`config.mk`:
```
export PLATFORM = sky130hd
export DESIGN_NAME = alu_op_decoder
export DESIGN_NICKNAME = d
export VERILOG_FILES = /design/src/rtl/alu_op_decoder.sv
export SDC_FILE = /design/constraint.sdc
export NUM_CORES = 1
export LEC_CHECK = 0
export BUFFER_PORTS_ARGS = -buffer_cell sky130_fd_sc_hd__clkbuf_2
export CAP_MARGIN = 30
export CORE_ASPECT_RATIO = 2
export CORE_UTILIZATION = 50
export CTS_CLUSTER_DIAMETER = 40
export DETAILED_ROUTE_END_ITERATION = 10
export PLACE_DENSITY = 0.82
export SKIP_CTS_REPAIR_TIMING = 1
export SLEW_MARGIN = 20
export SYNTH_ARGS = -nofsm -noshare
export SYNTH_HDL_FRONTEND = slang
export SYNTH_SLANG_ARGS = --single-unit
```
`constraint.sdc`:
```
create_clock -name clk -period 3.1 [get_ports clk]
set_input_delay 0.62 -clock clk [delete_from_list [all_inputs] [get_ports clk]]
set_output_delay 0.62 -clock clk [all_outputs]
set_load 0.005 [all_outputs]
```
`src/rtl/alu_op_decoder.sv`:
```
// Decode stage: RV32I (+ optional Zbb ANDN) instruction word to ALU op, operand selects,
// immediate and register fields, registered behind a valid/ready pipeline slot.
module alu_op_decoder #(
  parameter int unsigned XLEN       = 32,
  parameter bit          ENABLE_ZBB = 1'b1
) (
  input  logic            clk,
  input  logic            reset_n,
  input  logic            flush,
  input  logic            in_valid,
  output logic            in_ready,
  input  logic [31:0]     in_inst,
  input  logic [XLEN-1:0] in_pc,
  output logic            out_valid,
  input  logic            out_ready,
  output logic [3:0]      out_alu_op,
  output logic            out_lhs_pc,
  output logic            out_rhs_imm,
  output logic [XLEN-1:0] out_imm,
  output logic [4:0]      out_rs1,
  output logic [4:0]      out_rs2,
  output logic [4:0]      out_rd,
  output logic            out_rd_we,
  output logic [XLEN-1:0] out_pc,
  output logic            out_illegal
);

  localparam logic [3:0] ALU_OP_ADD  = 4'b0000;
  localparam logic [3:0] ALU_OP_SLL  = 4'b0001;
  localparam logic [3:0] ALU_OP_SLT  = 4'b0010;
  localparam logic [3:0] ALU_OP_SLTU = 4'b0011;
  localparam logic [3:0] ALU_OP_SRL  = 4'b0101;
  localparam logic [3:0] ALU_OP_SUB  = 4'b1000;
  localparam logic [3:0] ALU_OP_RHS  = 4'b1010;
  localparam logic [3:0] ALU_OP_SRA  = 4'b1101;
  localparam logic [3:0] ALU_OP_ANDN = 4'b1111;

  localparam logic [6:0] OPC_OP     = 7'b0110011;
  localparam logic [6:0] OPC_OP_IMM = 7'b0010011;
  localparam logic [6:0] OPC_LUI    = 7'b0110111;
  localparam logic [6:0] OPC_AUIPC  = 7'b0010111;
  localparam logic [6:0] OPC_JAL    = 7'b1101111;
  localparam logic [6:0] OPC_JALR   = 7'b1100111;
  localparam logic [6:0] OPC_LOAD   = 7'b0000011;
  localparam logic [6:0] OPC_STORE  = 7'b0100011;
  localparam logic [6:0] OPC_BRANCH = 7'b1100011;

  localparam logic [6:0] F7_ZERO = 7'b0000000;
  localparam logic [6:0] F7_ALT  = 7'b0100000;

  logic [6:0] opcode;
  logic [2:0] f3;
  logic [6:0] f7;
  logic [4:0] rd_field;

  logic [31:0] imm_i, imm_s, imm_b, imm_u, imm_j, imm_shamt;

  logic [3:0]  dec_op;
  logic        dec_lhs_pc;
  logic        dec_rhs_imm;
  logic [31:0] dec_imm32;
  logic        dec_writes_rd;
  logic        dec_illegal;
  logic        dec_rd_we;
  logic        accept;

  assign opcode   = in_inst[6:0];
  assign f3       = in_inst[14:12];
  assign f7       = in_inst[31:25];
  assign rd_field = in_inst[11:7];

  assign imm_i     = {{20{in_inst[31]}}, in_inst[31:20]};
  assign imm_s     = {{20{in_inst[31]}}, in_inst[31:25], in_inst[11:7]};
  assign imm_b     = {{19{in_inst[31]}}, in_inst[31], in_inst[7], in_inst[30:25],
                      in_inst[11:8], 1'b0};
  assign imm_u     = {in_inst[31:12], 12'b0};
  assign imm_j     = {{11{in_inst[31]}}, in_inst[31], in_inst[19:12], in_inst[20],
                      in_inst[30:21], 1'b0};
  assign imm_shamt = {27'b0, in_inst[24:20]};

  always_comb begin
    dec_op        = ALU_OP_ADD;
    dec_lhs_pc    = 1'b0;
    dec_rhs_imm   = 1'b0;
    dec_imm32     = '0;
    dec_writes_rd = 1'b0;
    dec_illegal   = 1'b0;

    if (in_inst[1:0] != 2'b11) begin
      dec_illegal = 1'b1;
    end else begin
      case (opcode)
        OPC_OP: begin
          dec_writes_rd = 1'b1;
          if (f7 == F7_ZERO) begin
            dec_op = {1'b0, f3};
          end else if (f7 == F7_ALT) begin
            case (f3)
              3'b000:  dec_op = ALU_OP_SUB;
              3'b101:  dec_op = ALU_OP_SRA;
              3'b111: begin
                if (ENABLE_ZBB) dec_op      = ALU_OP_ANDN;
                else            dec_illegal = 1'b1;
              end
              default: dec_illegal = 1'b1;
            endcase
          end else begin
            dec_illegal = 1'b1;
          end
        end
        OPC_OP_IMM: begin
          dec_writes_rd = 1'b1;
          dec_rhs_imm   = 1'b1;
          dec_imm32     = imm_i;
          dec_op        = {1'b0, f3};
          // Shifts carry a 5-bit shamt; the funct7 bits are opcode, not immediate.
          if (f3 == 3'b001) begin
            dec_imm32 = imm_shamt;
            if (f7 != F7_ZERO) dec_illegal = 1'b1;
          end else if (f3 == 3'b101) begin
            dec_imm32 = imm_shamt;
            if (f7 == F7_ALT)       dec_op      = ALU_OP_SRA;
            else if (f7 != F7_ZERO) dec_illegal = 1'b1;
          end
        end
        OPC_LUI: begin
          dec_op        = ALU_OP_RHS;
          dec_rhs_imm   = 1'b1;
          dec_imm32     = imm_u;
          dec_writes_rd = 1'b1;
        end
        OPC_AUIPC: begin
          dec_lhs_pc    = 1'b1;
          dec_rhs_imm   = 1'b1;
          dec_imm32     = imm_u;
          dec_writes_rd = 1'b1;
        end
        OPC_JAL: begin
          dec_lhs_pc    = 1'b1;
          dec_rhs_imm   = 1'b1;
          dec_imm32     = imm_j;
          dec_writes_rd = 1'b1;
        end
        OPC_JALR: begin
          dec_rhs_imm   = 1'b1;
          dec_imm32     = imm_i;
          dec_writes_rd = 1'b1;
          if (f3 != 3'b000) dec_illegal = 1'b1;
        end
        OPC_LOAD: begin
          dec_rhs_imm   = 1'b1;
          dec_imm32     = imm_i;
          dec_writes_rd = 1'b1;
        end
        OPC_STORE: begin
          dec_rhs_imm = 1'b1;
          dec_imm32   = imm_s;
        end
        OPC_BRANCH: begin
          dec_imm32 = imm_b;
          case (f3)
            3'b000, 3'b001: dec_op      = ALU_OP_SUB;
            3'b100, 3'b101: dec_op      = ALU_OP_SLT;
            3'b110, 3'b111: dec_op      = ALU_OP_SLTU;
            default:        dec_illegal = 1'b1;
          endcase
        end
        default: dec_illegal = 1'b1;
      endcase
    end

    if (dec_illegal) dec_op = ALU_OP_ADD;
  end

  assign dec_rd_we = dec_writes_rd && !dec_illegal && (rd_field != 5'd0);
  assign in_ready  = !out_valid || out_ready;
  assign accept    = in_valid && in_ready && !flush;

  always_ff @(posedge clk) begin
    if (!reset_n) begin
      out_valid   <= 1'b0;
      out_alu_op  <= ALU_OP_ADD;
      out_lhs_pc  <= 1'b0;
      out_rhs_imm <= 1'b0;
      out_imm     <= '0;
      out_rs1     <= '0;
      out_rs2     <= '0;
      out_rd      <= '0;
      out_rd_we   <= 1'b0;
      out_pc      <= '0;
      out_illegal <= 1'b0;
    end else if (flush) begin
      out_valid <= 1'b0;
    end else if (accept) begin
      out_valid   <= 1'b1;
      out_alu_op  <= dec_op;
      out_lhs_pc  <= dec_lhs_pc;
      out_rhs_imm <= dec_rhs_imm;
      out_imm     <= XLEN'($signed(dec_imm32));
      out_rs1     <= in_inst[19:15];
      out_rs2     <= in_inst[24:20];
      out_rd      <= rd_field;
      out_rd_we   <= dec_rd_we;
      out_pc      <= in_pc;
      out_illegal <= dec_illegal;
    end else if (out_ready) begin
      out_valid <= 1'b0;
    end
  end

endmodule

```
==> results of run 1 <==
cells in the final DEF, fill, tap and decap left out, drive strengths merged, types with 3 or more instances in the layout:
cell type    n
a211oi       3
a21boi      51
a21oi        7
a221o       10
a22o         8
a22oi        4
a2bb2oi      8
a31oi        3
a32oi        4
and2         3
buf          6
clkbuf     167
dfxtp       88
inv          7
nand2      121
nand2b       6
nand4b       3
nor2        13
nor2b        5
nor3         7
nor4         5
o21ai       25
or2          5
flip-flops by register name (all words and copies together) (netlist names), 4 cells and up:
register	cells
out_rs1	5
out_rs2	5
out_rd	5
out_alu_op	4
out_imm	32
out_pc	32
routing by layer:
| layer | up-vias | share of wire, % | global-route usage (%) |
|---|---|---|---|
| met2 | 154 | 55 | 50.8 |
| met1 | 1727 | 36 | 26.7 |
| met3 | 38 | 6.2 | 6.47 |
| met5 | - | 0 | 0 |
| li1 | 1849 | - | - |
| met4 | 0 | 3.1 | 14.8 |
final timing paths:
kind	cells past startpoint	slack, ps	from	to
max	6	890	in_inst[1]	out_imm[24]$_SDFFE_PN0P_
min	2	450	out_alu_op[2]$_SDFFE_PN0P_	out_alu_op[2]$_SDFFE_PN0P_
max reg2reg	5	1170	out_valid$_SDFFE_PP0P_	out_imm[24]$_SDFFE_PN0P_
min reg2reg	2	450	out_alu_op[2]$_SDFFE_PN0P_	out_alu_op[2]$_SDFFE_PN0P_
logic make-up after synthesis:
kind of cell | after synthesis | synth area share [%]
buffers and inverters | 43 | 5.20
flip-flops | 88 | 45.5
AO/OA/AOI/OAI | 137 | 26.6
AND/OR/NAND/NOR | 181 | 22.7
final cells by class:
class                      count  area [µm²]  share of cell area [%]
multi-input combinational    318        1920                    38.5
clock buffer                  10         229                    4.61
inverter                       6        22.5                   0.453
tap                           94         118                    2.37
timing repair buffer         163         831                    16.7
sequential                    88        1760                    35.4
clock inverter                 6        92.6                    1.86
power groups by stage:
stage	clock network [W]	logic [W]	registers, W
2_1_floorplan	0	0.000144	0.00121
3_3_place_gp	0	0.000259	0.00120
3_5_place_dp	0	0.000264	0.00120
4_1_cts	0.00117	0.000265	0.00118
5_1_grt	0.00122	0.000291	0.00118
6_report	0.00116	0.000265	0.00118
worst max-delay path, cell delays in order:
cell                       delay [ps]
sky130_fd_sc_hd__clkbuf_2          80
sky130_fd_sc_hd__nand2_1          360
sky130_fd_sc_hd__nor4b_2          420
sky130_fd_sc_hd__a32oi_2          160
sky130_fd_sc_hd__nor2b_1          590
sky130_fd_sc_hd__a221o_1          260
through the flow:
stage / power, W / utilization (%)
after CTS: 0.00261 / 65.9
after global routing: 0.00269 / 65.9
after floorplan: 0.00135 / -
after global placement: 0.00146 / 61.6
final: 0.00260 / 65.9
after detailed placement: 0.00147 / 61.6
==> run_results.csv, run 1 <==
group,metric,value,unit
final_layout,antenna_cells_inserted,0,
drt,wire_per_inst,15.6,µm
die,rows,45,
synthesis,yosys_register_bits,88,
setup_path,critical_path_class,"input port to register",
power,power.share.combinational,10.2,%
drt,drt-pass1-iter-count,4,
synthesis,synth_cell_types,62,
setup_path,worst-path-max-fanout,15,
synthesis,mappedNetlistNets,518,
power,sw_share,23.7,%
synthesis,yosysTopAreaCell,"sky130_fd_sc_hd__dfxtp_1",
power,power_report.internal_total,0.00198,W
power,p_seq_share,45.4,%
clock_tree,cts_num_sinks,88,
job,maxCapViolCount,0,
synthesis,yosys_warn_count,0,
synthesis,synth.cell_area,3870,µm²
grt,pin_count_of_the_biggest_net_entering_global_routing,57,
sta,period_needed,2210,ps
power,power.share.clock,44.4,%
setup_path,cp-end-kind,"register",
synthesis,most_common_flop_cell_mapped_by_yosys,"sky130_fd_sc_hd__dfxtp_1",
sta,whs,451,ps
synthesis,synth-async-reset-ratio,0,%
sta,unrepaired_setup_endpoints_after_global_routing,"no",
die,floorplan.core_area,7540,µm²
drt,via_count,3768,
synthesis,synth_commonest_cells,"sky130_fd_sc_hd__nand2_1 (121), sky130_fd_sc_hd__dfxtp_1 (88), sky130_fd_sc_hd__a21boi_0 (48)",
sta,ratio_of_final_minimum_period_to_clock_period,71.3,%
sta,report.final.slew_viol_count,0,
drt,detail_route.wirelength,10.7,mm
die,die_h,126,µm
die,ports_placed_on_the_boundary,158,
synthesis,yosysTopAreaCellShare,45.5,%
grt,grt-ovfl-total,0,
power,leakage,2.14,nW
power,vdd_ir_drop_max,0.471,mV
final_layout,share_of_layout_cells_above_drive_strength_1,33.2,%
sta,fmax,0.453,GHz
grt,antenna_violations_before_repair,0,
clock_tree,clkLatencyLatePin,340,ps
clock_tree,tritoncts,"done",
drt,route.detailed.vias_per_inst,5.50,
final_layout,synthToLayoutAreaGrowth,28.4,%
placement,dp_hpwl,7.98,mm
drt,drc,0,
clock_tree,ctsLongestPathBuffers,2,
run_status,outcome,"finished, final reports clean",
clock_tree,cts_root_buf,"sky130_fd_sc_hd__clkbuf_16",
sta,finalSetupViolations,0,
synthesis,syn_area_per_cell,8.62,µm²
synthesis,synth_cells,449,
grt,overall_global_routing_resource_usage,27.2,%
final_layout,fill_cells,669,
synthesis,yosys.cell_count.top_type,"sky130_fd_sc_hd__nand2_1",
final_layout,layoutNonFillerInstCount,685,
setup_path,timing.critical_path.required,3380,ps
sta,setup_tns,0,ps
die,floorplan.die.width,64.2,µm
drt,detailedRoute.firstIterationViolations,219,
die,floorplan.initialDensity,51.3,%
clock_tree,clkTransAtPathRegs,60,ps
clock_tree,numCtsBuffers,9,
power,powerDensity,523,nW/µm²
setup_path,critical_path.startpoint_type,"input port",
clock_tree,ctsHtreeMaxLevel,3,
setup_path,cp.arrival,2490,ps
placement,post-place-ws,543,ps
power,power.switching,0.000616,W
min_path,timing.hold.worst.class,"register to register",
die,die-area,8120,µm²
sta,worst_clock_skew,5.89,ps
sta,max_slew.worst_pin.slew,690,ps
grt,vias_in_the_first_global_route,3605,
sta,timing.slew.headroom,53.9,%
drt,antenna_left,0,
synthesis,synth_area_leaders,"sky130_fd_sc_hd__dfxtp_1 (46%), sky130_fd_sc_hd__nand2_1 (12%), sky130_fd_sc_hd__a21boi_0 (9.3%), sky130_fd_sc_hd__a221o_1 (2.6%), sky130_fd_sc_hd__o21ai_1 (2.1%)",
final_layout,post-route-cell-area,4970,µm²
sta,endpoints_failing_hold,0,
grt,grt_pass1_wl,17.0,mm
final_layout,design.final.nets,655,
placement,globalplace.congestion,0.952,
placement,numPlacedInstances,669,
placement,place.port_buffers,157,
placement,placement.cell_area,4650,µm²
synthesis,synth-edff-count,0,
sta,fin_ws,891,ps
synthesis,seq_area_frac_synth,45.5,%
Power figures use the tool's default switching activity.
==> inputs of run 2 (changes only) <==
- CORE_UTILIZATION: 50 -> 48
- PLACE_DENSITY: 0.82 -> 0.8
- clock period: 3.1 -> 2.2 ns (I/O delays scaled with it)
==> run 2 against run 1 <==
Net effect:
- clock skew decreased by 3.1 ps
- largest power group unchanged
- register-to-register slack got worse by 920 ps
- critical endpoint is now out_imm[29]$_SDFFE_PN0P_
- critical path depth decreased by 1
- global-route usage decreased by 1.2 points
- clock power increased by 36%
- first-iteration DRC count decreased by 32%
- die area increased by 4.1%
==> run_results.csv, run 2 (synthesis gave the netlist of run 1 again) <==
group,metric,value,unit
die,die_h,129,µm
drt,route.detailed.vias_per_inst,5.41,
clock_tree,ctsHtreeMaxLevel,3,
die,floorplan.core_area,7890,µm²
setup_path,timing.critical_path.required,2480,ps
setup_path,critical_path.slowest_cell,"sky130_fd_sc_hd__nor2b_1",
power,power.total,0.00363,W
setup_path,critical_path.reg2reg.startpoint,"out_valid$_SDFFE_PP0P_",
final_layout,sequential_cell_area,1760,µm²
sta,fmax,0.513,GHz
power,powerDensity,720,nW/µm²
sta,period_needed,1950,ps
power,power.share.combinational,10.6,%
die,ports_placed_on_the_boundary,158,
grt,overall_global_routing_resource_usage,26.1,%
final_layout,reg_top3,"out_imm x32, out_pc x32",
sta,max_slew.worst_pin.slew,684,ps
die,floorplan.die.width,65.5,µm
setup_path,worstSetupStartpoint,"out_valid$_SDFFE_PP0P_",
final_layout,share_of_layout_cells_above_drive_strength_1,34.4,%
grt,grt_pass1_wl,16.8,mm
sta,worst_clock_skew,2.76,ps
setup_path,worst_r2r_path_depth,5,
final_layout,design.final.nets,665,
setup_path,worst-path-max-fanout,10,
placement,globalplace.congestion,0.956,
drt,drt-pass1-iter-count,4,
grt,antenna_violations_before_repair,0,
final_layout,fill_cells,704,
sta,finalSetupViolations,0,
power,sw_share,24.7,%
setup_path,worst_r2r_dst,"out_imm[29]$_SDFFE_PN0P_",
sta,setup_tns,0,ps
setup_path,critical_path.startpoint_type,"register",
drt,antenna_left,0,
placement,dp_hpwl,8.28,mm
die,floorplan.initialDensity,49.1,%
power,power.switching,0.000896,W
grt,pin_count_of_the_biggest_net_entering_global_routing,57,
setup_path,critical_path_class,"register to register",
setup_path,cp.arrival,2230,ps
final_layout,antenna_cells_inserted,0,
min_path,timing.hold.worst.class,"input port to register",
clock_tree,cts_root_buf,"sky130_fd_sc_hd__clkbuf_16",
setup_path,cp-end-kind,"register",
drt,via_count,3768,
drt,drc,0,
setup_path,slowest_delay,590,ps
power,leakage,2.18,nW
final_layout,multi_input_area,1920,µm²
power,p_seq_share,45.8,%
drt,detailedRoute.firstIterationViolations,148,
setup_path,timing.critical_path.to,"out_imm[29]$_SDFFE_PN0P_",
clock_tree,numCtsBuffers,9,
drt,detail_route.wirelength,10.8,mm
power,vdd_ir_drop_max,0.501,mV
sta,timing.slew.headroom,54.3,%
clock_tree,tritoncts,"done",
setup_path,worstPathCellList,"nor2b_2 > nor4b_2 > a32oi_2 > nor2b_1 > a221o_1",
grt,vias_in_the_first_global_route,3514,
grt,grt-ovfl-total,0,
power,power_report.internal_total,0.00273,W
clock_tree,clkTransAtPathRegs,70,ps
clock_tree,cts_num_sinks,88,
power,power.share.clock,43.6,%
sta,endpoints_failing_hold,0,
sta,ratio_of_final_minimum_period_to_clock_period,88.5,%
drt,wire_per_inst,15.5,µm
run_status,outcome,"finished, final reports clean",
sta,report.final.slew_viol_count,0,
die,rows,46,
final_layout,mostFrequentLayoutCell,"sky130_fd_sc_hd__clkbuf_2",
placement,place.port_buffers,157,
die,die-area,8450,µm²
final_layout,most-common-layout-cells,"sky130_fd_sc_hd__clkbuf_2 (157), sky130_fd_sc_hd__nand2_1 (121), sky130_fd_sc_hd__dfxtp_1 (88), sky130_fd_sc_hd__a21boi_0 (48)",
clock_tree,clkLatencyLatePin,340,ps
job,maxCapViolCount,0,
sta,unrepaired_setup_endpoints_after_global_routing,"no",
setup_path,r2r_slack,250,ps
clock_tree,ctsLongestPathBuffers,2,
final_layout,synthToLayoutAreaGrowth,30.2,%
-- run 2: changes by cell type in the layout (fill, tap and decap cells not counted), sizes merged --
cell / change
inv: +1
buf: +10
clkinv: +1
clkinvlp: -1
bufinv: -1
-- run 2: layout make-up --
| cell class | instances | share of cell area [%] |
|---|---|---|
| multi-input combinational | 318 | 38.0 |
| tap | 96 | 2.38 |
| timing repair buffer | 173 | 18.0 |
| clock inverter | 6 | 1.51 |
| inverter | 6 | 0.447 |
| clock buffer | 10 | 4.74 |
| sequential | 88 | 34.9 |
-- run 2: critical path, delay by kind of cell, from the launching register on --
kind             cells  cell delay [ps]
AO/OA/AOI/OAI        2              430
flip-flops           1              310
AND/OR/NAND/NOR      3             1160
-- run 2: worst min-delay path by stage --
stage	start	end	slack, ps	cells after the start
after floorplan	out_imm[11]$_SDFFE_PN0P_	out_imm[11]$_SDFFE_PN0P_	440	2
after global placement	out_imm[3]$_SDFFE_PN0P_	out_imm[3]$_SDFFE_PN0P_	440	2
after detailed placement	out_alu_op[0]$_SDFFE_PN0P_	out_alu_op[0]$_SDFFE_PN0P_	440	2
after CTS	flush	out_valid$_SDFFE_PP0P_	270	2
after global routing	flush	out_valid$_SDFFE_PP0P_	300	2
final	flush	out_valid$_SDFFE_PP0P_	270	2
-- run 2: metrics by stage --
step	worst slack, ps	utilization [%]	instances	instance area, µm²	hold WS, ps
6_report	252	63.9	697	5040	274
4_1_cts	237	63.9	697	5040	270
2_1_floorplan	446	-	449	3870	442
3_3_place_gp	143	59.9	681	4730	439
5_1_grt	107	63.9	697	5040	296
3_5_place_dp	37.0	59.9	681	4730	441
-- run 2: routing by layer --
metal  global-route usage [%]  vias up  share of wire [%]  wire, µm
met5                        0        -                  0         0
met4                     12.7        0                2.9       310
met3                     6.47       26                5.7       615
met2                     47.4      148                 55      5910
met1                     26.9     1726                 37      4000
li1                         -     1868                  -         -
-- run 2: power by group through the flow --
stage	Clock [W]	Combinational, W	Sequential [W]
finish	0.00158	0.000386	0.00166
CTS	0.00161	0.000384	0.00166
detailed placement	0	0.000383	0.00170
global route	0.00168	0.000421	0.00167
floorplan	0	0.000202	0.00170
global placement	0	0.000374	0.00170
==> inputs of run 3 (changes only) <==
==> constraint.sdc (replaced) <==
create_clock -name clk -period 2.2 [get_ports clk]
set_input_delay 0.44 -clock clk [delete_from_list [all_inputs] [get_ports clk]]
set_output_delay 0.44 -clock clk [all_outputs]
set_load 0.1 [all_outputs]
==> run 3 against run 2 <==
Net effect:
- register-to-register slack barely moved
- clock skew rose by 3.0 ps
- flip-flop and latch count did not move
- sequential power barely moved
- routed wire length rose by 0.66%
- first-iteration DRC count fell by 8.8%
- sequential share of layout area fell by 0.20 points
- clock power fell by 8%
==> run_results.csv, run 3 (synthesis gave the netlist of run 1 again) <==
group,metric,value,unit
run_status,outcome,"finished, final reports clean",
sta,max_slew.worst_pin.slew,678,ps
setup_path,worstPathCellList,"nor2b_2 > nor4b_2 > a32oi_2 > nor2b_1 > a221o_1",
final_layout,mostFrequentLayoutCell,"sky130_fd_sc_hd__clkbuf_2",
setup_path,critical_path.startpoint_type,"register",
final_layout,most-common-layout-cells,"sky130_fd_sc_hd__clkbuf_2 (157), sky130_fd_sc_hd__nand2_1 (121), sky130_fd_sc_hd__dfxtp_1 (87), sky130_fd_sc_hd__a21boi_0 (48), sky130_fd_sc_hd__buf_4 (23)",
clock_tree,ctsLongestPathBuffers,2,
drt,route.detailed.vias_per_inst,5.43,
setup_path,slowest_delay,580,ps
final_layout,layoutNonFillerInstCount,704,
clock_tree,clkLatencyLatePin,340,ps
drt,detail_route.wirelength,10.9,mm
final_layout,synthToLayoutAreaGrowth,31.1,%
die,floorplan.initialDensity,49.1,%
drt,antenna_left,0,
power,vdd_ir_drop_max,0.599,mV
placement,place.port_buffers,157,
power,leakage,2.20,nW
final_layout,antenna_cells_inserted,0,
setup_path,critical_path_class,"register to register",
grt,pin_count_of_the_biggest_net_entering_global_routing,54,
clock_tree,clkTransAtPathRegs,60,ps
die,floorplan.core_area,7890,µm²
die,rows,46,
sta,endpoints_failing_hold,0,
grt,overall_global_routing_resource_usage,26.5,%
min_path,worst_hold_path.endpoint,"out_valid$_SDFFE_PP0P_",
setup_path,cp-end-kind,"register",
grt,antenna_violations_before_repair,0,
sta,report.final.slew_viol_count,0,
clock_tree,cts_root_buf,"sky130_fd_sc_hd__clkbuf_16",
sta,timing.slew.headroom,54.7,%
setup_path,worst_r2r_path_depth,5,
sta,period_needed,1950,ps
sta,setup_tns,0,ps
power,power.total,0.00383,W
drt,detailedRoute.firstIterationViolations,135,
setup_path,worst-path-max-fanout,10,
final_layout,share_of_layout_cells_above_drive_strength_1,35.4,%
setup_path,critical_path.top_delay_family,"simple AND/OR/NAND/NOR gates",
die,ports_placed_on_the_boundary,158,
sta,unrepaired_setup_endpoints_after_global_routing,"no",
power,powerDensity,756,nW/µm²
final_layout,final_core_utilization,64.3,%
placement,globalplace.congestion,0.947,
die,floorplan.die.width,65.5,µm
final_layout,design.final.nets,672,
clock_tree,ctsHtreeMaxLevel,3,
grt,vias_in_the_first_global_route,3692,
clock_tree,numCtsBuffers,9,
min_path,whs_path_depth,2,
grt,grt_pass1_wl,17.1,mm
drt,via_count,3824,
sta,finalSetupViolations,0,
sta,ratio_of_final_minimum_period_to_clock_period,88.6,%
final_layout,reg_top3,"out_imm x32, out_pc x32",
setup_path,crit_path_cell_count,5,
sta,worst_clock_skew,5.77,ps
placement,numPlacedInstances,688,
clock_tree,tritoncts,"done",
grt,grt-ovfl-total,0,
setup_path,cp.arrival,2230,ps
setup_path,critical_path.reg2reg.startpoint,"out_valid$_SDFFE_PP0P_",
min_path,timing.hold.worst.class,"input port to register",
setup_path,r2r_slack,250,ps
drt,drt-pass1-iter-count,5,
setup_path,worst_r2r_dst,"out_imm[25]$_SDFFE_PN0P_",
placement,dp_hpwl,8.45,mm
setup_path,critical_path.n_buffers_inverters,0,
drt,drc,0,
die,die-area,8450,µm²
die,die_h,129,µm
setup_path,critical_path.slowest_cell,"sky130_fd_sc_hd__nor2b_1",
setup_path,timing.critical_path.required,2480,ps
clock_tree,cts_num_sinks,88,
drt,wire_per_inst,15.5,µm
min_path,hold_start,"flush",
sta,fmax,0.513,GHz
job,maxCapViolCount,0,
final_layout,fill_cells,699,
-- run 3: final cells by class --
type	instances	area (µm²)	share of cell area, %
multi-input combinational	318	1920	37.8
sequential	88	1760	34.7
timing repair buffer	180	958	18.9
clock buffer	9	225	4.44
tap	96	120	2.37
clock inverter	7	66.3	1.31
inverter	6	25.0	0.493
-- run 3: worst max-delay path by stage --
stage	from	endpoint	slack (ps)
2_1_floorplan	out_valid$_SDFFE_PP0P_	out_imm[1]$_SDFFE_PN0P_	20
3_3_place_gp	in_inst[5]	out_imm[24]$_SDFFE_PN0P_	110
3_5_place_dp	in_inst[5]	out_imm[28]$_SDFFE_PN0P_	20
4_1_cts	out_valid$_SDFFE_PP0P_	out_imm[28]$_SDFFE_PN0P_	220
5_1_grt	out_valid$_SDFFE_PP0P_	out_imm[28]$_SDFFE_PN0P_	170
6_report	out_valid$_SDFFE_PP0P_	out_imm[25]$_SDFFE_PN0P_	250
-- run 3: report_power, final --
group | internal [W] | leakage [nW] | switching [W]
logic | 0.000169 | 1.35 | 0.000552
clock network | 0.000786 | 0.135 | 0.000665
registers | 0.00164 | 0.715 | 0.0000231
total | 0.00259 | 2.20 | 0.00124
-- run 3: stage by stage --
step	hold slack (ps)	worst slack, ps	instance area [µm²]
finish	271	251	5070
global route	278	170	5070
CTS	262	221	5070
detailed placement	441	22.6	4780
global placement	439	113	4780
floorplan	509	20.2	3870
-- run 3: metal layers --
metal,up-vias,share of wire [%],global-route usage (%),wire [µm]
met4,0,4.4,15.9,482
met3,35,5.5,6.56,599
met5,-,0,0,0
li1,1877,-,-,-
met1,1763,37,26.9,4000
met2,149,53,47.4,5820
